### src/rtl/trunk_link_allocator_pkg.sv
// Shared LAG router parameters and helpers.
//   LAG_NP / LAG_NL       : default input-port count and max links per trunk
//   link_onehot_t         : one-hot physical-link select within a trunk
//   LAG_route_valid_turn  : whether input port p may route to output trunk t
package trunk_link_allocator_pkg;

  localparam int unsigned LAG_NP = 5;
  localparam int unsigned LAG_NL = 2;

  typedef logic [LAG_NL-1:0] link_onehot_t;

  // Trunk 0 is local ejection and accepts traffic from every input.
  // Input port p arrives on trunk p, so routing it back to trunk p is a U-turn.
  function automatic logic LAG_route_valid_turn(input int unsigned port,
                                                input int unsigned trunk);
    return (trunk == 0) || (port != trunk);
  endfunction

endpackage

### src/rtl/trunk_link_allocator_rr_arbiter.sv
// N-way round-robin arbiter with a registered priority pointer.
//   clk, rst_n  : clock, async active-low reset (pointer -> 0)
//   req_i       : per-requester request
//   advance_i   : the current winner is consumed; pointer moves past it
//   grant_o     : one-hot winner, first requester at or after the pointer
module trunk_link_allocator_rr_arbiter #(
  parameter int unsigned N = 5
) (
  input  logic         clk,
  input  logic         rst_n,
  input  logic [N-1:0] req_i,
  input  logic         advance_i,
  output logic [N-1:0] grant_o
);

  localparam int unsigned PW = (N > 1) ? $clog2(N) : 1;

  logic [PW-1:0] ptr_q, ptr_d;

  always_comb begin
    int unsigned idx;
    int unsigned nxt;
    logic        found;
    logic [PW-1:0] sel;
    grant_o = '0;
    ptr_d   = ptr_q;
    idx     = 0;
    nxt     = 0;
    found   = 1'b0;
    sel     = '0;
    for (int unsigned i = 0; i < N; i++) begin
      idx = 32'(ptr_q) + i;
      if (idx >= N) idx = idx - N;
      sel = PW'(idx);
      if (!found && req_i[sel]) begin
        found        = 1'b1;
        grant_o[sel] = 1'b1;
        nxt          = (idx + 1 == N) ? 0 : idx + 1;
      end
    end
    if (advance_i && found) ptr_d = PW'(nxt);
  end

  always_ff @(posedge clk or negedge rst_n) begin
    if (!rst_n) ptr_q <= '0;
    else        ptr_q <= ptr_d;
  end

endmodule

### src/rtl/trunk_link_allocator.sv
// Per-output-trunk link allocator: grants one free, unblocked physical link of
// this trunk to a requesting input port and holds it until the port's tail flit.
//   clk, rst_n      : clock, async active-low reset (frees every link)
//   req_i[NP]       : port requests a link (level, held until granted)
//   release_i[NP]   : port sent its tail flit on its owned link this cycle
//   link_blocked_i  : downstream flow control per link
//   grant_o[NP]     : one-cycle pulse, port was just allocated a link
//   alloc_valid_o   : port currently owns a link
//   alloc_link_o    : one-hot owned link per port, bits [p*NL +: NL]
//   link_busy_o     : link currently owned by some port
//   port_blocked_o  : port owns a link that is currently blocked (combinational)
module trunk_link_allocator
  import trunk_link_allocator_pkg::*;
#(
  parameter int unsigned NP           = LAG_NP,
  parameter int unsigned NL           = LAG_NL,
  parameter int unsigned NUM_LINKS    = 2,
  parameter int unsigned OUTPUT_TRUNK = 0
) (
  input  logic             clk,
  input  logic             rst_n,
  input  logic [NP-1:0]    req_i,
  input  logic [NP-1:0]    release_i,
  input  logic [NL-1:0]    link_blocked_i,
  output logic [NP-1:0]    grant_o,
  output logic [NP-1:0]    alloc_valid_o,
  output logic [NP*NL-1:0] alloc_link_o,
  output logic [NL-1:0]    link_busy_o,
  output logic [NP-1:0]    port_blocked_o
);

  logic [NP-1:0]    grant_q, grant_d;
  logic [NP-1:0]    alloc_valid_q, alloc_valid_d;
  logic [NP*NL-1:0] own_q, own_d;
  logic [NL-1:0]    link_busy_q, link_busy_d;

  logic [NP-1:0] turn_ok, eligible, winner;
  logic [NL-1:0] present, cand, pick;
  logic          any_cand;

  always_comb begin
    for (int unsigned p = 0; p < NP; p++) turn_ok[p] = LAG_route_valid_turn(p, OUTPUT_TRUNK);
    for (int unsigned l = 0; l < NL; l++) present[l] = (l < NUM_LINKS);
  end

  // A port releasing this cycle is still an owner, so it is never eligible.
  assign eligible = req_i & ~alloc_valid_q & ~release_i & turn_ok;
  assign cand     = present & ~link_busy_q & ~link_blocked_i;
  // Isolate the lowest set bit: lowest-index free link wins.
  assign pick     = cand & (~cand + NL'(1));
  assign any_cand = |cand;

  trunk_link_allocator_rr_arbiter #(.N(NP)) u_rr (
    .clk       (clk),
    .rst_n     (rst_n),
    .req_i     (eligible),
    .advance_i (any_cand),
    .grant_o   (winner)
  );

  always_comb begin
    grant_d     = any_cand ? winner : '0;
    own_d       = own_q;
    link_busy_d = '0;
    for (int unsigned p = 0; p < NP; p++) begin
      if (release_i[p] && alloc_valid_q[p]) own_d[p*NL +: NL] = '0;
      if (grant_d[p])                       own_d[p*NL +: NL] = pick;
      alloc_valid_d[p] = |own_d[p*NL +: NL];
      link_busy_d      = link_busy_d | own_d[p*NL +: NL];
    end
  end

  always_ff @(posedge clk or negedge rst_n) begin
    if (!rst_n) begin
      grant_q       <= '0;
      alloc_valid_q <= '0;
      own_q         <= '0;
      link_busy_q   <= '0;
    end else begin
      grant_q       <= grant_d;
      alloc_valid_q <= alloc_valid_d;
      own_q         <= own_d;
      link_busy_q   <= link_busy_d;
    end
  end

  always_comb begin
    for (int unsigned p = 0; p < NP; p++)
      port_blocked_o[p] = alloc_valid_q[p] & |(own_q[p*NL +: NL] & link_blocked_i);
  end

  assign grant_o       = grant_q;
  assign alloc_valid_o = alloc_valid_q;
  assign alloc_link_o  = own_q;
  assign link_busy_o   = link_busy_q;

endmodule

### config.mk
export PLATFORM = sky130hd
export DESIGN_NAME = trunk_link_allocator
export DESIGN_NICKNAME = d
export VERILOG_FILES = /design/src/rtl/trunk_link_allocator_pkg.sv /design/src/rtl/trunk_link_allocator_rr_arbiter.sv /design/src/rtl/trunk_link_allocator.sv
export SDC_FILE = /design/constraint.sdc
export NUM_CORES = 1
export LEC_CHECK = 0
export BUFFER_PORTS_ARGS = -buffer_cell sky130_fd_sc_hd__buf_2
export CORE_MARGIN = 4
export CORE_UTILIZATION = 60
export DETAILED_ROUTE_END_ITERATION = 8
export PLACE_DENSITY = 0.82
export SLEW_MARGIN = 5
export SYNTH_ARGS = -nofsm -noshare
export SYNTH_HDL_FRONTEND = slang
export SYNTH_SLANG_ARGS = --single-unit
### constraint.sdc
create_clock -name clk -period 4.6 [get_ports clk]
set_input_delay 0.23 -clock clk [delete_from_list [all_inputs] [get_ports clk]]
set_output_delay 0.23 -clock clk [all_outputs]
set_load 0.05 [all_outputs]
==> results of run 1 <==
-- metrics by stage --
step	utilization (%)	area (sq um)	hold slack [ns]	cells	setup slack, ns
after global routing	70.5	3670	0.375	535	0.0374
after CTS	70.4	3660	0.340	535	0.363
after detailed placement	69.3	3610	0.258	530	0.413
final	70.5	3670	0.331	535	0.345
after global placement	69.3	3610	0.247	530	0.548
after floorplan	-	3300	-0.0656	423	0.667
-- cells in the mapped netlist (7+ instances only) --
cell and count:
a21oi_1 19, ha_1 29, nor3b_1 7, inv_1 26, nand3_1 15, nand2_1 45
clkbuf_1 8, and2_1 7, o211ai_1 8, a22oi_1 7, o21ai_0 20, or3b_2 7
nor3_1 11, dfrtp_1 25, buf_2 7, nor2b_1 12, a31oi_1 7, nand2b_1 11
nor2_1 27, nand4_1 11
-- registers in the layout, indices dropped and copies added, names as in the netlist --
| signal | flops |
|---|---|
| u_rr.ptr_q | 3 |
| alloc_valid_o | 5 |
| alloc_link_o | 10 |
| grant_o | 5 |
| link_busy_o | 2 |
-- area by class of cell --
type / count / area [sq um]
multi-input combinational: 354 / 2490
fill: 469 / 1530
sequential: 25 / 626
timing repair buffer: 55 / 315
inverter: 27 / 104
tap: 70 / 87.6
clock buffer: 4 / 45.0
-- cells in the final DEF, fill, tap and decap left out, types with 5 or more instances in the layout --
master	synthesis	routed
a21oi_1	19	19
a31oi_1	7	7
inv_1	26	26
mux2i_1	5	5
nor2b_1	12	12
nand4_1	11	11
nor3b_1	7	7
a21o_1	6	6
and2_1	7	7
nand2b_1	11	11
ha_1	29	29
o21ai_0	20	20
nand2_1	45	45
or3b_2	7	7
dfrtp_1	25	25
buf_2	7	40
nand3_1	15	15
xnor2_1	6	6
nor3_1	11	11
buf_4	0	14
a22oi_1	7	7
o211ai_1	8	8
nor2_1	27	27
-- cell families after synthesis --
kind of cell	after synthesis
AO/OA/AOI/OAI	127
multiplexers	9
XOR/XNOR	9
adder cells (fa/ha/maj)	30
AND/OR/NAND/NOR	179
buffers and inverters	44
flip-flops	25
-- worst paths after layout --
kind,cells past startpoint,endpoint,slack [ns],from
worst max-delay path,13,link_busy_o[0],0.35,u_rr.ptr_q[0]
worst min-delay path,4,alloc_valid_o[1],0.33,release_i[1]
worst max register to register,13,link_busy_o[0],0.35,u_rr.ptr_q[0]
worst min register to register,2,alloc_valid_o[1],0.56,alloc_link_o[3]
max in group asynchronous,2,link_busy_o[1],3.75,rst_n
min in group asynchronous,2,alloc_link_o[4],0.47,rst_n
-- per-layer routing --
layer / track usage [%] / part of all wire (%) / wire length, um / up-vias
li1: - / - / - / 1669
met1: 43.3 / 45 / 4450 / 1679
met2: 46.1 / 45 / 4410 / 153
met3: 2.60 / 7.7 / 755 / 19
met4: 8.31 / 1.8 / 180 / 0
met5: 0 / 0 / 0 / -
-- worst max-delay path: stages (launching register included) --
cell	delay [ns]
dfrtp_1	0.48
inv_1	0.20
ha_1	0.32
inv_1	0.08
ha_1	0.25
a21oi_4	0.23
mux2i_4	0.42
mux2i_2	0.34
o221ai_2	0.15
or4_4	0.62
a211oi_1	0.28
o21ai_0	0.18
a32oi_1	0.41
nand4_1	0.13
-- timing repair --
item                                   CTS  global route
setup endpoints to repair                0             1
endpoints found under the hold margin   25             0
gates resized for setup                  0             1
hold buffers                             1             0
==> metrics.cfg, run 1 <==
[outcome]
status = completed

[global_route]
grt_pass1_wl_um = 15200
grt-ovfl-total = 0
grt_usage_pct = 29.5
antenna_found_initial = 0
grt_max_degree = 26
grt_pass1_vias = 3084

[logic_synthesis]
yosysTopAreaCellShare_pct = 19.0
synth_mux_area_share_pct = 3.30
synth-edff-count = 0
syn_inst = 423
synth_area_leader_cell = dfrtp_1
synth_compound_area_share_pct = 28.8
ys_top_cells_by_area = dfrtp_1 19%, ha_1 11%, nand2_1 5.1%
synth_fa_ha_area_share_pct = 11.6
synthDistinctLibCells = 77
syn_area_sq_mm = 0.00330
synthArstFlopShare_pct = 100
yosys_warnings = 0
synth-seq-cells = 25
yosys_most_used_dff = dfrtp_1
synth_xor_area_share_pct = 2.39
synth_nets = 467
syn_area_per_cell_sq_um = 7.79
seq_area_frac_synth_pct = 19.0
yosys.area_share.simple_pct = 29.3
synth_top_family_by_area = simple AND/OR/NAND/NOR gates

[worst_setup_path]
crit_required_ns = 4.73
critical_path.max_fanout = 8
cp-end-kind = flip-flop
critPathArrivalTime_ns = 4.39
critPathKind = flip-flop to flip-flop
startpoint_type = flip-flop

[timing]
finalSetupTns_ns = 0
rsz0062_at_grt = no
worst_pin_slew_ns = 0.963
drv_slew = 0
finalSetupViolCount = 0
finalCriticalPeriod_ns = 4.25
finalHoldViolCount = 0
fmax_ghz = 0.235
relSlewSlack_pct = 35.7
finalClockSkew_ns = 0.00656
period_share_pct = 92.5

[floorplan]
initial_core_util_pct = 63.3
core_area_sq_mm = 0.00520
dieHeight_um = 82.1
rows = 26
dieArea_sq_mm = 0.00674
pin_count = 41
die_x_um = 82.1

[clocking]
clkLatencyLatePin_ns = 0.28
path_clk_slew_ns = 0.09
clock-root-buffer = clkbuf_8
cts.sinks = 25
clk_path_buf_depth = 2
cts_setup_buffers = 0
cts_tree = built
cts_made_buffers = 3
htreeDepth = 1

[cells_and_area]
layout-drive-gt1-share_pct = 18.5
nets = 510
n_antenna_cell = 0
syn_to_final_growth_pct = 11.4

[worst_hold_path]
hp-class = primary input to flip-flop

[routing]
num_vias = 3520
wire_per_inst_um = 18.3
drtAntennaViolNets = 0
drtPass1Iterations = 6
routed_wl_um = 9790
via_per_inst = 6.58
route.detailed.drc = 0
initialDrtViolationCount = 393

[placed_design]
numPortBuffers = 40
gp_congestion = 1.07
hpwlAfterDp_um = 7780

[run]
maxCapViolCount = 0

Power of run 1 is not shown: default switching activity piles up to over one toggle a cycle in this logic, so the estimate is an artifact.
==> run 2, diff against run 1 <==
BUFFER_PORTS_ARGS = default   (was -buffer_cell sky130_fd_sc_hd__buf_2)
CORE_UTILIZATION = 30   (was 60)
DONT_BUFFER_PORTS = 1   (was default)
PLACE_DENSITY = default   (was 0.82)
==> metrics.cfg, run 2 (same netlist as run 1, synthesis figures left out) <==
[worst_setup_path]
critPathTopFamily = simple AND/OR/NAND/NOR gates
r2r-end = link_busy_o[0]
crit_chain = inv_1 -> ha_1 -> inv_1 -> ha_1 -> a21oi_4 -> mux2i_4 -> mux2i_2 -> o221ai_2 -> or4_4 -> o31ai_4 -> a21oi_1 -> nor4bb_1 -> nand4_1
critPathArrivalTime_ns = 4.37  ; -0.02 ns
crit_required_ns = 4.76  ; +0.03 ns
cp.buffers_inverters = 2  ; unchanged
startpoint_type = flip-flop
worstRegToRegCells = 13  ; unchanged
rrSetupSlack_ns = 0.39  ; +0.04 ns
critPathMaxStageDelay_ns = 0.62  ; about the same
r2r_start = u_rr.ptr_q[1]
critPathKind = flip-flop to flip-flop
cp-end-kind = flip-flop
cp_slowest_cell = or4_4
critical_path.max_fanout = 7  ; -1

[cells_and_area]
nets = 470  ; -7.8%
syn_to_final_growth_pct = 8.16
final_common_cell = nand2_1
finalNonFillerCells = 565  ; +5.6%
multi_input_area_sq_mm = 0.00249  ; -0.30%
largest_reg_flops = 10  ; unchanged
layout-drive-gt1-share_pct = 10.8  ; -7.7 points
final-seq-area_sq_um = 626  ; unchanged
layout_common_cells = 45 x nand2_1, 29 x ha_1, 27 x nor2_1, 26 x inv_1, 25 x dfrtp_1
nFillCells = 1136  ; +140%
n_antenna_cell = 0  ; unchanged

[global_route]
grt_usage_pct = 15.6  ; -14 points
grt_pass1_wl_um = 16500  ; +8.3%
grt-ovfl-total = 0  ; unchanged
grt_max_degree = 31  ; +19%
antenna_found_initial = 0  ; unchanged
grt_pass1_vias = 3240  ; +5.1%

[clocking]
clkLatencyLatePin_ns = 0.28  ; about the same
clk_path_buf_depth = 2  ; unchanged
cts.sinks = 25  ; unchanged
htreeDepth = 1  ; unchanged
clock-root-buffer = clkbuf_8
cts_made_buffers = 3  ; unchanged
path_clk_slew_ns = 0.10  ; about the same
cts_tree = built

[floorplan]
initial_core_util_pct = 30.5  ; -33 points
rows = 38  ; +46%
pin_count = 41  ; unchanged
dieHeight_um = 113  ; +37%
dieArea_sq_mm = 0.0127  ; +89%
core_area_sq_mm = 0.0108  ; +110%
die_x_um = 113  ; +37%

[timing]
period_share_pct = 91.6  ; -0.87 points
worst_pin_slew_ns = 0.945  ; -0.0172 ns
rsz0062_at_grt = no
finalSetupTns_ns = 0  ; unchanged
drv_slew = 0  ; unchanged
finalClockSkew_ns = 0.00442  ; -0.00214 ns
finalHoldViolCount = 0  ; unchanged
fmax_ghz = 0.237  ; +0.95%
finalSetupViolCount = 0  ; unchanged
finalCriticalPeriod_ns = 4.21  ; -0.0399 ns
relSlewSlack_pct = 36.8  ; +1.2 points

[routing]
route.detailed.drc = 0  ; unchanged
drtPass1Iterations = 5  ; -1
drtAntennaViolNets = 0  ; unchanged
routed_wl_um = 10300  ; +4.8%
initialDrtViolationCount = 303  ; -23%
num_vias = 3323  ; -5.6%
via_per_inst = 5.88  ; -11%
wire_per_inst_um = 18.2  ; -0.79%

[worst_hold_path]
whs_path_depth = 3  ; -1
hp-start = release_i[1]
holdPathEnd = alloc_valid_o[1]
hp-class = primary input to flip-flop

[placed_design]
numPortBuffers = 0  ; -100%
hpwlAfterDp_um = 8100  ; +4.1%
gp_congestion = 0.893  ; -16%
dpl.cell_count = 559  ; +5.5%

[outcome]
status = completed

[run]
maxCapViolCount = 0  ; unchanged

run 2: cell count changes in the layout (fill, tap and decap cells not counted):
cell / delta
a32oi_2: -1
buf_2: -40
buf_12: +1
buf_4: -1
clkinv_2: +1
a32oi_1: +1
clkbuf_1: -1
run 2: through the flow:
| step | cell area, sq um | hold slack, ns | setup WS, ns | utilization (%) |
|---|---|---|---|---|
| 3_5_place_dp | 3490 | -0.0652 | 0.442 | 32.3 |
| 3_3_place_gp | 3490 | -0.0651 | 0.606 | 32.3 |
| 5_1_grt | 3560 | 0.249 | 0.0850 | 33.0 |
| 6_report | 3560 | 0.202 | 0.385 | 33.0 |
| 4_1_cts | 3560 | 0.212 | 0.416 | 33.0 |
| 2_1_floorplan | 3300 | -0.0656 | 0.667 | - |
run 2: final cells by class:
cell class / instances / share of cell area (%)
multi-input combinational: 354 / 69.7
sequential: 25 / 17.6
tap: 140 / 4.91
timing repair buffer: 15 / 3.58
inverter: 27 / 2.91
clock buffer: 3 / 1.16
clock inverter: 1 / 0.140
run 2: routing by layer:
layer  vias up  GRT usage [%]  wire [um]
met5         -              0          0
met4         0           2.64        136
met3        19           2.46        756
met2       122           27.0       4950
met1      1591           20.8       4420
li1       1591              -          -
run 2: worst max-delay path by stage:
stage | startpoint | depth (start not counted) | endpoint | slack, ns
2_1_floorplan | u_rr.ptr_q[0] | 15 | link_busy_o[0] | 0.67
3_3_place_gp | u_rr.ptr_q[1] | 13 | link_busy_o[0] | 0.61
3_5_place_dp | u_rr.ptr_q[1] | 13 | link_busy_o[0] | 0.44
4_1_cts | u_rr.ptr_q[1] | 13 | link_busy_o[0] | 0.42
5_1_grt | u_rr.ptr_q[1] | 14 | link_busy_o[0] | 0.08
6_report | u_rr.ptr_q[1] | 13 | link_busy_o[0] | 0.39
run 2: what timing repair did:
item                                   CTS  global route
buffers inserted                         0             0
hold buffers                             2             0
endpoints found under the hold margin   25             0
gates resized for setup                  0             0
run 2: worst min-delay path: stages:
cell and delay [ns]:
nand2_1 0.07, nand2_1 0.07, nand4_1 0.09
Power of run 2 is left out for the same reason.
